===== src/rtl/otbn_lsu_pipe_if.sv =====
// rtl/otbn_lsu_pipe_if.sv - core request, DMEM port and load response bundle of otbn_lsu_pipe
interface otbn_lsu_pipe_if #(
  parameter int AW   = 12,
  parameter int WLEN = 256,
  parameter int OW   = 2
);
  localparam int NW = WLEN / 32;

  logic            lsu_req_valid_i;
  logic            lsu_req_ready_o;
  logic            lsu_req_write_i;
  logic            lsu_req_wide_i;
  logic [AW-1:0]   lsu_addr_i;
  logic [31:0]     lsu_base_wdata_i;
  logic [WLEN-1:0] lsu_wide_wdata_i;
  logic            dmem_req_o;
  logic            dmem_gnt_i;
  logic            dmem_write_o;
  logic [AW-1:0]   dmem_addr_o;
  logic [WLEN-1:0] dmem_wdata_o;
  logic [NW-1:0]   dmem_wmask_o;
  logic [WLEN-1:0] dmem_rdata_i;
  logic            dmem_rvalid_i;
  logic            dmem_rerror_i;
  logic            lsu_rsp_valid_o;
  logic            lsu_rsp_wide_o;
  logic [31:0]     lsu_base_rdata_o;
  logic [WLEN-1:0] lsu_wide_rdata_o;
  logic            lsu_rsp_err_o;
  logic            lsu_misalign_o;
  logic [OW-1:0]   lsu_outstanding_o;
  logic            lsu_protocol_err_o;

  modport master (
    output lsu_req_valid_i, lsu_req_write_i, lsu_req_wide_i, lsu_addr_i,
           lsu_base_wdata_i, lsu_wide_wdata_i, dmem_gnt_i, dmem_rdata_i,
           dmem_rvalid_i, dmem_rerror_i,
    input  lsu_req_ready_o, dmem_req_o, dmem_write_o, dmem_addr_o, dmem_wdata_o,
           dmem_wmask_o, lsu_rsp_valid_o, lsu_rsp_wide_o, lsu_base_rdata_o,
           lsu_wide_rdata_o, lsu_rsp_err_o, lsu_misalign_o, lsu_outstanding_o,
           lsu_protocol_err_o
  );

  modport slave (
    input  lsu_req_valid_i, lsu_req_write_i, lsu_req_wide_i, lsu_addr_i,
           lsu_base_wdata_i, lsu_wide_wdata_i, dmem_gnt_i, dmem_rdata_i,
           dmem_rvalid_i, dmem_rerror_i,
    output lsu_req_ready_o, dmem_req_o, dmem_write_o, dmem_addr_o, dmem_wdata_o,
           dmem_wmask_o, lsu_rsp_valid_o, lsu_rsp_wide_o, lsu_base_rdata_o,
           lsu_wide_rdata_o, lsu_rsp_err_o, lsu_misalign_o, lsu_outstanding_o,
           lsu_protocol_err_o
  );
endinterface


===== src/rtl/otbn_lsu_pipe.sv =====
// rtl/otbn_lsu_pipe.sv - pipelined OTBN load-store unit with in-order load tracking FIFO
// Optional response watchdog enabled by defining OTBN_LSU_RSP_WATCHDOG_EN.
module otbn_lsu_pipe #(
  parameter int DmemSizeByte   = 4096,
  parameter int WLEN           = 256,
  parameter int MaxOutstanding = 2,
  parameter int RspTimeout     = 15
) (
  input logic clk_i,
  input logic rst_i,
  otbn_lsu_pipe_if.slave bus
);
  function automatic int vbits(input int v);
    return (v <= 1) ? 1 : $clog2(v);
  endfunction

  localparam int AW = vbits(DmemSizeByte);
  localparam int NW = WLEN / 32;
  localparam int WB = $clog2(WLEN / 8);
  localparam int SW = vbits(NW);
  localparam int PW = vbits(MaxOutstanding);
  localparam int OW = vbits(MaxOutstanding + 1);

  logic [MaxOutstanding-1:0] fifo_wide;
  logic [SW-1:0]             fifo_sel [MaxOutstanding];
  logic [PW-1:0]             wr_ptr, rd_ptr;
  logic [OW-1:0]             count;
  logic                      full, empty, push, pop;
  logic                      misalign, misalign_q, protocol_err, wd_fire;
  logic                      store_go;
  logic [SW-1:0]             word_sel, head_sel;
  logic [AW-1:0]             addr;

  function automatic logic [PW-1:0] next_ptr(input logic [PW-1:0] p);
    return (p == PW'(MaxOutstanding - 1)) ? '0 : p + PW'(1);
  endfunction

  assign addr     = bus.lsu_addr_i;
  assign full     = (count == OW'(MaxOutstanding));
  assign empty    = (count == '0);
  assign word_sel = SW'(addr[WB-1:0] >> 2);
  assign misalign = bus.lsu_req_valid_i &
                    (bus.lsu_req_wide_i ? (addr[WB-1:0] != '0) : (addr[1:0] != 2'b00));

  // Full is taken from the registered count so a pop never frees a slot for a same-cycle push.
  assign bus.dmem_req_o      = bus.lsu_req_valid_i & ~misalign & (bus.lsu_req_write_i | ~full);
  assign bus.lsu_req_ready_o = misalign | (bus.dmem_req_o & bus.dmem_gnt_i);
  assign bus.dmem_write_o    = bus.dmem_req_o & bus.lsu_req_write_i;
  assign bus.dmem_addr_o     = bus.lsu_req_valid_i ? addr : '0;
  assign store_go            = bus.dmem_write_o;
  assign bus.dmem_wdata_o    = !store_go         ? '0 :
                               bus.lsu_req_wide_i ? bus.lsu_wide_wdata_i :
                                                    {NW{bus.lsu_base_wdata_i}};
  assign bus.dmem_wmask_o    = !store_go         ? '0 :
                               bus.lsu_req_wide_i ? {NW{1'b1}} : (NW'(1) << word_sel);

  assign push     = bus.dmem_req_o & ~bus.lsu_req_write_i & bus.dmem_gnt_i;
  assign pop      = bus.dmem_rvalid_i & ~empty;
  assign head_sel = fifo_sel[rd_ptr];

  assign bus.lsu_rsp_valid_o  = pop;
  assign bus.lsu_rsp_wide_o   = pop & fifo_wide[rd_ptr];
  assign bus.lsu_base_rdata_o = pop ? bus.dmem_rdata_i[head_sel*32 +: 32] : 32'h0;
  assign bus.lsu_wide_rdata_o = pop ? bus.dmem_rdata_i : '0;
  assign bus.lsu_rsp_err_o    = pop & bus.dmem_rerror_i;

  assign bus.lsu_misalign_o     = misalign_q;
  assign bus.lsu_outstanding_o  = count;
  assign bus.lsu_protocol_err_o = protocol_err;

  always_ff @(posedge clk_i) begin
    if (push) begin
      fifo_wide[wr_ptr] <= bus.lsu_req_wide_i;
      fifo_sel[wr_ptr]  <= word_sel;
    end
  end

  always_ff @(posedge clk_i or posedge rst_i) begin
    if (rst_i) begin
      wr_ptr       <= '0;
      rd_ptr       <= '0;
      count        <= '0;
      misalign_q   <= 1'b0;
      protocol_err <= 1'b0;
    end else begin
      if (push) wr_ptr <= next_ptr(wr_ptr);
      if (pop)  rd_ptr <= next_ptr(rd_ptr);
      if (push && !pop)      count <= count + OW'(1);
      else if (pop && !push) count <= count - OW'(1);
      misalign_q   <= misalign;
      protocol_err <= protocol_err | (bus.dmem_rvalid_i & empty) | wd_fire;
    end
  end

`ifdef OTBN_LSU_RSP_WATCHDOG_EN
  localparam int TW = vbits(RspTimeout + 1);
  logic [TW-1:0] wd_cnt;
  logic          wd_inc;

  // The error is raised on the same edge the counter lands on RspTimeout.
  assign wd_inc  = ~empty & ~bus.dmem_rvalid_i & (wd_cnt != TW'(RspTimeout));
  assign wd_fire = wd_inc & (wd_cnt == TW'(RspTimeout - 1));

  always_ff @(posedge clk_i or posedge rst_i) begin
    if (rst_i)             wd_cnt <= '0;
    else if (empty || pop) wd_cnt <= '0;
    else if (wd_inc)       wd_cnt <= wd_cnt + TW'(1);
  end
`else
  assign wd_fire = 1'b0;
`endif
endmodule


===== src/flat_wrapper.sv =====
// flat-port wrapper written by rule: the top's interface ports become plain ports
module otbn_lsu_pipe_flat 
#(
  parameter int DmemSizeByte   = 4096,
  parameter int WLEN           = 256,
  parameter int MaxOutstanding = 2,
  parameter int RspTimeout     = 15
)
  (clk_i, rst_i, bus_lsu_req_valid_i, bus_lsu_req_write_i, bus_lsu_req_wide_i, bus_lsu_addr_i, bus_lsu_base_wdata_i, bus_lsu_wide_wdata_i, bus_dmem_gnt_i, bus_dmem_rdata_i, bus_dmem_rvalid_i, bus_dmem_rerror_i, bus_lsu_req_ready_o, bus_dmem_req_o, bus_dmem_write_o, bus_dmem_addr_o, bus_dmem_wdata_o, bus_dmem_wmask_o, bus_lsu_rsp_valid_o, bus_lsu_rsp_wide_o, bus_lsu_base_rdata_o, bus_lsu_wide_rdata_o, bus_lsu_rsp_err_o, bus_lsu_misalign_o, bus_lsu_outstanding_o, bus_lsu_protocol_err_o);
  otbn_lsu_pipe_if #(.AW((12)), .WLEN(WLEN), .OW((2))) bus_i ();
  input logic clk_i;
  input logic rst_i;
  input wire logic [$bits(bus_i.lsu_req_valid_i)-1:0] bus_lsu_req_valid_i;
  input wire logic [$bits(bus_i.lsu_req_write_i)-1:0] bus_lsu_req_write_i;
  input wire logic [$bits(bus_i.lsu_req_wide_i)-1:0] bus_lsu_req_wide_i;
  input wire logic [$bits(bus_i.lsu_addr_i)-1:0] bus_lsu_addr_i;
  input wire logic [$bits(bus_i.lsu_base_wdata_i)-1:0] bus_lsu_base_wdata_i;
  input wire logic [$bits(bus_i.lsu_wide_wdata_i)-1:0] bus_lsu_wide_wdata_i;
  input wire logic [$bits(bus_i.dmem_gnt_i)-1:0] bus_dmem_gnt_i;
  input wire logic [$bits(bus_i.dmem_rdata_i)-1:0] bus_dmem_rdata_i;
  input wire logic [$bits(bus_i.dmem_rvalid_i)-1:0] bus_dmem_rvalid_i;
  input wire logic [$bits(bus_i.dmem_rerror_i)-1:0] bus_dmem_rerror_i;
  output wire logic [$bits(bus_i.lsu_req_ready_o)-1:0] bus_lsu_req_ready_o;
  output wire logic [$bits(bus_i.dmem_req_o)-1:0] bus_dmem_req_o;
  output wire logic [$bits(bus_i.dmem_write_o)-1:0] bus_dmem_write_o;
  output wire logic [$bits(bus_i.dmem_addr_o)-1:0] bus_dmem_addr_o;
  output wire logic [$bits(bus_i.dmem_wdata_o)-1:0] bus_dmem_wdata_o;
  output wire logic [$bits(bus_i.dmem_wmask_o)-1:0] bus_dmem_wmask_o;
  output wire logic [$bits(bus_i.lsu_rsp_valid_o)-1:0] bus_lsu_rsp_valid_o;
  output wire logic [$bits(bus_i.lsu_rsp_wide_o)-1:0] bus_lsu_rsp_wide_o;
  output wire logic [$bits(bus_i.lsu_base_rdata_o)-1:0] bus_lsu_base_rdata_o;
  output wire logic [$bits(bus_i.lsu_wide_rdata_o)-1:0] bus_lsu_wide_rdata_o;
  output wire logic [$bits(bus_i.lsu_rsp_err_o)-1:0] bus_lsu_rsp_err_o;
  output wire logic [$bits(bus_i.lsu_misalign_o)-1:0] bus_lsu_misalign_o;
  output wire logic [$bits(bus_i.lsu_outstanding_o)-1:0] bus_lsu_outstanding_o;
  output wire logic [$bits(bus_i.lsu_protocol_err_o)-1:0] bus_lsu_protocol_err_o;
  assign bus_i.lsu_req_valid_i = bus_lsu_req_valid_i;
  assign bus_i.lsu_req_write_i = bus_lsu_req_write_i;
  assign bus_i.lsu_req_wide_i = bus_lsu_req_wide_i;
  assign bus_i.lsu_addr_i = bus_lsu_addr_i;
  assign bus_i.lsu_base_wdata_i = bus_lsu_base_wdata_i;
  assign bus_i.lsu_wide_wdata_i = bus_lsu_wide_wdata_i;
  assign bus_i.dmem_gnt_i = bus_dmem_gnt_i;
  assign bus_i.dmem_rdata_i = bus_dmem_rdata_i;
  assign bus_i.dmem_rvalid_i = bus_dmem_rvalid_i;
  assign bus_i.dmem_rerror_i = bus_dmem_rerror_i;
  assign bus_lsu_req_ready_o = bus_i.lsu_req_ready_o;
  assign bus_dmem_req_o = bus_i.dmem_req_o;
  assign bus_dmem_write_o = bus_i.dmem_write_o;
  assign bus_dmem_addr_o = bus_i.dmem_addr_o;
  assign bus_dmem_wdata_o = bus_i.dmem_wdata_o;
  assign bus_dmem_wmask_o = bus_i.dmem_wmask_o;
  assign bus_lsu_rsp_valid_o = bus_i.lsu_rsp_valid_o;
  assign bus_lsu_rsp_wide_o = bus_i.lsu_rsp_wide_o;
  assign bus_lsu_base_rdata_o = bus_i.lsu_base_rdata_o;
  assign bus_lsu_wide_rdata_o = bus_i.lsu_wide_rdata_o;
  assign bus_lsu_rsp_err_o = bus_i.lsu_rsp_err_o;
  assign bus_lsu_misalign_o = bus_i.lsu_misalign_o;
  assign bus_lsu_outstanding_o = bus_i.lsu_outstanding_o;
  assign bus_lsu_protocol_err_o = bus_i.lsu_protocol_err_o;
  otbn_lsu_pipe #(.DmemSizeByte(DmemSizeByte), .WLEN(WLEN), .MaxOutstanding(MaxOutstanding), .RspTimeout(RspTimeout)) u_core (.clk_i(clk_i), .rst_i(rst_i), .bus(bus_i));
endmodule

===== config.mk =====
export PLATFORM = sky130hd
export DESIGN_NAME = otbn_lsu_pipe_flat
export DESIGN_NICKNAME = d
export VERILOG_FILES = /design/src/rtl/otbn_lsu_pipe_if.sv /design/src/rtl/otbn_lsu_pipe.sv /design/src/flat_wrapper.sv
export SDC_FILE = /design/constraint.sdc
export NUM_CORES = 1
export LEC_CHECK = 0
export ABC_AREA = 1
export BUFFER_PORTS_ARGS = -buffer_cell sky130_fd_sc_hd__buf_2
export CORE_AREA = 2 2 447 449
export DETAILED_ROUTE_END_ITERATION = 8
export DIE_AREA = 0 0 449 451
export SETUP_SLACK_MARGIN = 0.5
export SYNTH_ARGS = -nofsm -noshare
export SYNTH_HDL_FRONTEND = slang
export SYNTH_SLANG_ARGS = --single-unit

===== constraint.sdc =====
create_clock -name clk_i -period 2.77 [get_ports clk_i]
set_input_delay 0.554 -clock clk_i [delete_from_list [all_inputs] [get_ports clk_i]]
set_output_delay 0.554 -clock clk_i [all_outputs]
set_load 0.05 [all_outputs]

### Word level (Yosys, flattened, before mapping)

Memory sizes are Yosys's and may differ from the RTL's.
Index checks and enable logic that the tools add are counted.

| operators by class | value |
|---|---|
| add/sub/neg operators | 4 |
| multipliers | 0 |
| divide/modulo/power cells | 0 |
| order comparisons | 3 |
| equality and inequality tests | 1 |
| shift operators | 2 |
| multiplexer cells | 19 |
| bitwise gates (word level) | 18 |
| reductions and logical operators | 9 |

Operator list:

| cell | number |
|---|---|
| 2-to-1 mux 256 bit | 3 |
| indexed part select 256 x 9 -> 32 bit | 1 |
| 2-to-1 mux 32 bit | 1 |
| 2-to-1 mux 8 bit | 2 |
| 2-to-1 mux 12 bit | 1 |
| bitwise AND 1 bit | 11 |
| 2-to-1 mux 1 bit | 8 |
| left shift 1 x 3 -> 8 bit, first input constant | 1 |
| nonzero test 5 bit | 1 |
| less-than comparator 1 x 2 -> 1 bit, second input constant | 2 |
| 2-to-1 mux 2 bit | 2 |
| inverter 1 bit | 4 |
| nonzero test 2 bit | 2 |
| logical AND 1 bit | 3 |
| bitwise OR 1 bit | 3 |
| adder 1 bit, second input constant | 2 |
| adder 2 x 1 -> 2 bit, second input constant | 1 |
| bitwise mux 2 bit | 1 |
| == test 2 bit, second input constant | 1 |
| zero test 1 bit | 2 |
| zero test 2 bit | 1 |
| subtractor 2 x 1 -> 2 bit, second input constant | 1 |
| demux 1 bit (select 1 bit) | 1 |
| >= comparator 1 bit, second input constant | 1 |

| storage, ports and cells | value |
|---|---|
| flip-flop bits (word level) | 8 |
| bits in latches | 0 |
| bits in writable memories | 6 |
| bits in read-only memories | 0 |
| word-level logic and storage cells | 63 |
| memories kept | 1 |

Memories:

| name | words | width | read ports | clocked after memory_dff | wr ports | line | RTL |
|---|---|---|---|---|---|---|---|
| u_core.fifo_sel | 2 | 3 | 1 | 0 | 1 | otbn_lsu_pipe.sv:25 | `logic [SW-1:0] fifo_sel [MaxOutstanding];` |

### Logic depth before layout (Yosys ltp)

| logic depth | value |
|---|---|
| depth after elaboration | 12 |
| gate-level depth with buffers | 11 |
| gate-level depth less buffers | 11 |

### Worst setup path before layout

OpenSTA, ideal clock, no wires.

| timing | value |
|---|---|
| kind | register -> output |
| start point | reg u_core.count[0] (netlist: u_core.bus.lsu_outstanding_o[0]) |
| end point | out bus_lsu_base_rdata_o[23] |
| data arrival time | 2.453 ns |
| data required time | 2.216 ns |
| slack | -0.237 ns |
| stages on the path, launching flop included | 6 |
| buffers on the path | 1 |
| path through | dfrtp_1 > nor2_1 > nor2_4 > clkbuf_1 > nand2_1 > nor2_1 |

| on the way | value |
|---|---|
| word-level cells in the longest chain between the ends | 4 |

Ends and longest elaborated chain:

| what | line | RTL |
|---|---|---|
| start: declaration | otbn_lsu_pipe.sv:27 | `logic [OW-1:0] count;` |
| start signal: assignment | otbn_lsu_pipe.sv:88 | `if (push && !pop) count <= count + OW'(1);` |
| start signal: assignment | otbn_lsu_pipe.sv:89 | `else if (pop && !push) count <= count - OW'(1);` |
| zero test 2 bit | otbn_lsu_pipe.sv:40 | `assign empty = (count == '0);` |
| inverter 1 bit | otbn_lsu_pipe.sv:58 | `assign pop = bus.dmem_rvalid_i & ~empty;` |
| bitwise AND 1 bit | otbn_lsu_pipe.sv:58 |  |
| named net bus_lsu_rsp_valid_o | flat_wrapper.sv:29 | `output wire logic [$bits(bus_i.lsu_rsp_valid_o)-1:0] bus_lsu_rsp_valid_o;` |
| 2-to-1 mux 32 bit | otbn_lsu_pipe.sv:63 | `assign bus.lsu_base_rdata_o = pop ? bus.dmem_rdata_i[head_sel*32 +: 32] : 32'h0;` |
| end: declaration | flat_wrapper.sv:31 | `output wire logic [$bits(bus_i.lsu_base_rdata_o)-1:0] bus_lsu_base_rdata_o;` |

The timed path passes the listed nets, and every way through them passes these cells.

### Final worst setup path

| timing | value |
|---|---|
| start point | reg u_core.rd_ptr |
| end point | out bus_lsu_base_rdata_o[14] |

| on the way | value |
|---|---|
| word-level cells in the longest chain between the ends | 3 |

Ends and longest elaborated chain:

| what | line | RTL |
|---|---|---|
| start: declaration | otbn_lsu_pipe.sv:26 | `logic [PW-1:0] wr_ptr, rd_ptr;` |
| start signal: assignment | otbn_lsu_pipe.sv:87 | `if (pop) rd_ptr <= next_ptr(rd_ptr);` |
| memory read (2 x 3 bit) | n/a |  |
| indexed part select 256 x 9 -> 32 bit | otbn_lsu_pipe.sv:63 |  |
| 2-to-1 mux 32 bit | otbn_lsu_pipe.sv:63 |  |

Every way passes these cells.

==> summary.md <==
| Metric | Value |
|---|---|
| Status | finished with violations |
| Failing checks | negative setup slack |
| DR vias | 18100 |
| Hpwl dp | 132000 um |
| Worst-Skew Late Latency | 0.28 ns |
| Crit end category | output port |
| Final period utilization | 1.01 |
| Drt wl/cell | 26.9 um |
| CP max FO | 8 |
| Post-Syn Instances | 1857 |
| Worst Hold Class | in2async |
| Core outline area | 198000 sq um |
| Final Hold Vio Count | 0 |
| Max Slew Vio Count | 0 |
| Critical R2R Launch | u_core.bus.lsu_outstanding_o[1]$_DFFE_PP0P_ |
| All-Layer GR Usage | 0.147 |
| RSZ-0062 raised after global routing | true |
| Num CTS Buffers | 3 |
| Seq/Total Area, Yosys | 0.0390 |
| DR pass1 iterations | 7 |
| Fin worst setup slack | -0.0188 ns |
| Placed cell count | 5670 |
| Placed cell areas | 24900 sq um |
| Io pins | 1138 |
| Yosys top cell area share | 0.226 |
| I/O Buffers | 1137 |
| Total Neg Setup Slack | -0.0765 ns |
| Gp weighted congestion | 0.971 |
| Max_cap viols | 0 |
| Root Buffer Master | clkbuf_16 |
| Mapped Nets | 2422 |
| Number of H-tree levels | 1 |
| Synth Register Bits | 14 |
| Via-to-Cell Ratio | 3.10 |
| Hold_buf cts | 0 |
| Ratio of cells with drive above 1 in the final layout | 0.681 |
| Pin count of the biggest net entering global routing | 41 |
| Final Net Count | 3699 |
| Area grow syn2layout | 195% |
| Final WL | 158000 um |
| Die area | 202000 sq um |
| Synth cell types | 28 |
| Die width | 449 um |
| Sw frac | 0.616 |
| Worst-Margin Slew | 0.647 ns |
| Post-synthesis average cell area | 5.39 sq um |
| First-pass GRT wire length | 190000 um |
| Initial antenna violation count | 135 |
| Worst rel slew slack | 0.567 |
| Required @ worst endpoint | 2.22 ns |
| Clk slew on worst S/H paths | 0.06 ns |
| Post-synth top area cell | nor2_4 |
| Sw power | 10.2 mW |
| Gate power share | 0.964 |
| Clock tree from TritonCTS | yes |
| VDD IR-drop max | 0.000309 V |
| CP Class | reg2out |
| Clk sinks | 14 |
| Max frequency | 359 MHz |
| P_int | 6.32 mW |
| Clock power share | 0.020 |
| Clk_skew | 0.00110 ns |
| Power density cells | 559 nW/um^2 |
| Final-layout fill cell count | 22700 |
| Mapped Area | 10000 sq um |
| Post-layout instance count excluding filler cells | 5852 |
| Tmin final | 2.79 ns |
| DR DRC count | 0 |
| YS warnings | 0 |
| Total Power | 16.5 mW |
| Chip height | 451 um |
| Static Leak | 13.2 nW |
| Antenna-violating nets left | 0 |
| Cell Rows | 164 |
| WHS | 0.293 ns |
| Max clock buf depth | 2 |
| CP arrival | 2.23 ns |
| Worst setup path startpoint | u_core.rd_ptr$_DFFE_PP0P_ |
| Vias in the first global route | 17000 |
| Congestion Overflow GR | 0 |
| Initial Utilization | 0.0505 |
| Fin area | 29500 sq um |
| Final setup fails | 9 |
| Flop pwr share | 0.017 |
| CP Launch Type | flip-flop |
| Top post-synthesis cells by area | nor2_4 23%, nor2_1 15%, a21oi_1 15% |
| Initial DRC count | 1278 |
## what timing repair did
item                       CTS  global route
gates cloned                35            15
pin swaps                   79            94
hold endpoints to repair     0             0
setup endpoints to repair  555           557
resized for setup          399           348
setup buffers               46            19
## Yosys cell counts (all sizes together)
library cell    n
nor2          617
inv           324
a21oi         297
nand2         284
nand3         137
buf            94
clkbuf         46
o21ai          37
edfxtp          8
dfrtp           6
xor2            2
a21o            1
ha              1
nand4           1
nor3            1
xnor2           1
## power groups by stage
stage	sequential (mW)	combinational [mW]	clock (mW)
after floorplan	0.338	6.88	0
after global placement	0.295	13.4	0
after detailed placement	0.293	13.4	0
after CTS	0.288	15.6	0.346
after global routing	0.282	16.7	0.341
final	0.279	15.9	0.321
## sequential cells by signal, summed over array words and instances, names as in the netlist
register                       count
u_core.wr_ptr                      1
u_core.bus.lsu_misalign_o          1
u_core.fifo_sel                    6
u_core.fifo_wide                   2
u_core.bus.lsu_outstanding_o       2
u_core.rd_ptr                      1
u_core.bus.lsu_protocol_err_o      1
## stage by stage
step	util	worst slack, ns
final	0.149	-0.0188
after global routing	0.149	-0.129
after CTS	0.140	-0.0806
after detailed placement	0.125	-0.213
after global placement	0.125	-0.220
after floorplan	-	0.245
## path summary, 6_finish.rpt
path | endpoint | slack (ns) | depth (start not counted)
min in group clk_i | u_core.bus.lsu_protocol_err_o$_DFF_PP0_ | 0.45 | 1
setup / recovery | bus_lsu_base_rdata_o[14] | -0.02 | 13
max in group asynchronous | u_core.bus.lsu_outstanding_o[1]$_DFFE_PP0P_ | 2.11 | 2
hold / removal | u_core.bus.lsu_protocol_err_o$_DFF_PP0_ | 0.29 | 2
setup reg to reg | u_core.bus.lsu_outstanding_o[1]$_DFFE_PP0P_ | 0.70 | 10
hold reg to reg | u_core.bus.lsu_protocol_err_o$_DFF_PP0_ | 0.45 | 1
## worst max-delay path, stage by stage (launching register included)
cell and delay, ns:
dfrtp_1 0.42, buf_12 0.17, nand2_4 0.07, o21ai_4 0.06, buf_12 0.16, buf_16 0.16
buf_8 0.16, buf_6 0.12, nand2_1 0.05, nand3_1 0.07, nand3_1 0.07, nand2_1 0.09
nor2_4 0.15, buf_12 0.16
## cells by family after synthesis
group           synth area share
compound gates             0.169
xor+xnor                 0.00263
fa+ha+maj                0.00125
buf+inv                    0.226
flops                     0.0390
simple gates               0.563
## routing by layer
layer	vias to the layer above	wire length, um	track usage
met2	1054	95900	0.320
met4	28	9260	0.0701
met5	-	196	0
li1	8302	-	-
met1	8400	41900	0.118
met3	346	10300	0.0327
## final cells by class
type	instances	area (sq um)	area share
Antenna cell	63	158	0.00535
Tap cell	2656	3320	0.113
Clock buffer	3	75.1	0.00255
Timing Repair inverter	1	11.3	0.000382
Multi-Input combinational cell	1382	9370	0.318
Timing Repair Buffer	1408	14900	0.505
Sequential cell	14	393	0.0133
Inverter	324	1250	0.0425
Clock inverter	1	3.75	0.000127
## placed cells by master, fill, tap and decap left out, types with 2 or more instances in the layout
| master | count |
|---|---|
| o21ai_2 | 5 |
| nor2_1 | 37 |
| buf_4 | 108 |
| nand3_2 | 39 |
| dfrtp_2 | 2 |
| diode_2 | 63 |
| a21oi_2 | 27 |
| inv_2 | 2 |
| nand2_8 | 6 |
| nand2_1 | 233 |
| a21oi_1 | 269 |
| nand2_4 | 14 |
| o21ai_0 | 17 |
| nand3_1 | 93 |
| buf_6 | 100 |
| buf_12 | 338 |
| inv_1 | 317 |
| edfxtp_1 | 8 |
| o21ai_4 | 3 |
| nand2_2 | 34 |
| clkbuf_16 | 17 |
| buf_16 | 50 |
| buf_2 | 752 |
| nor2_4 | 280 |
| inv_8 | 4 |
| dfrtp_1 | 4 |
| nor2_2 | 300 |
| nand3_4 | 5 |
| buf_8 | 44 |
| o21ai_1 | 12 |
| xor2_1 | 2 |
Power figures use the tool's default switching activity.
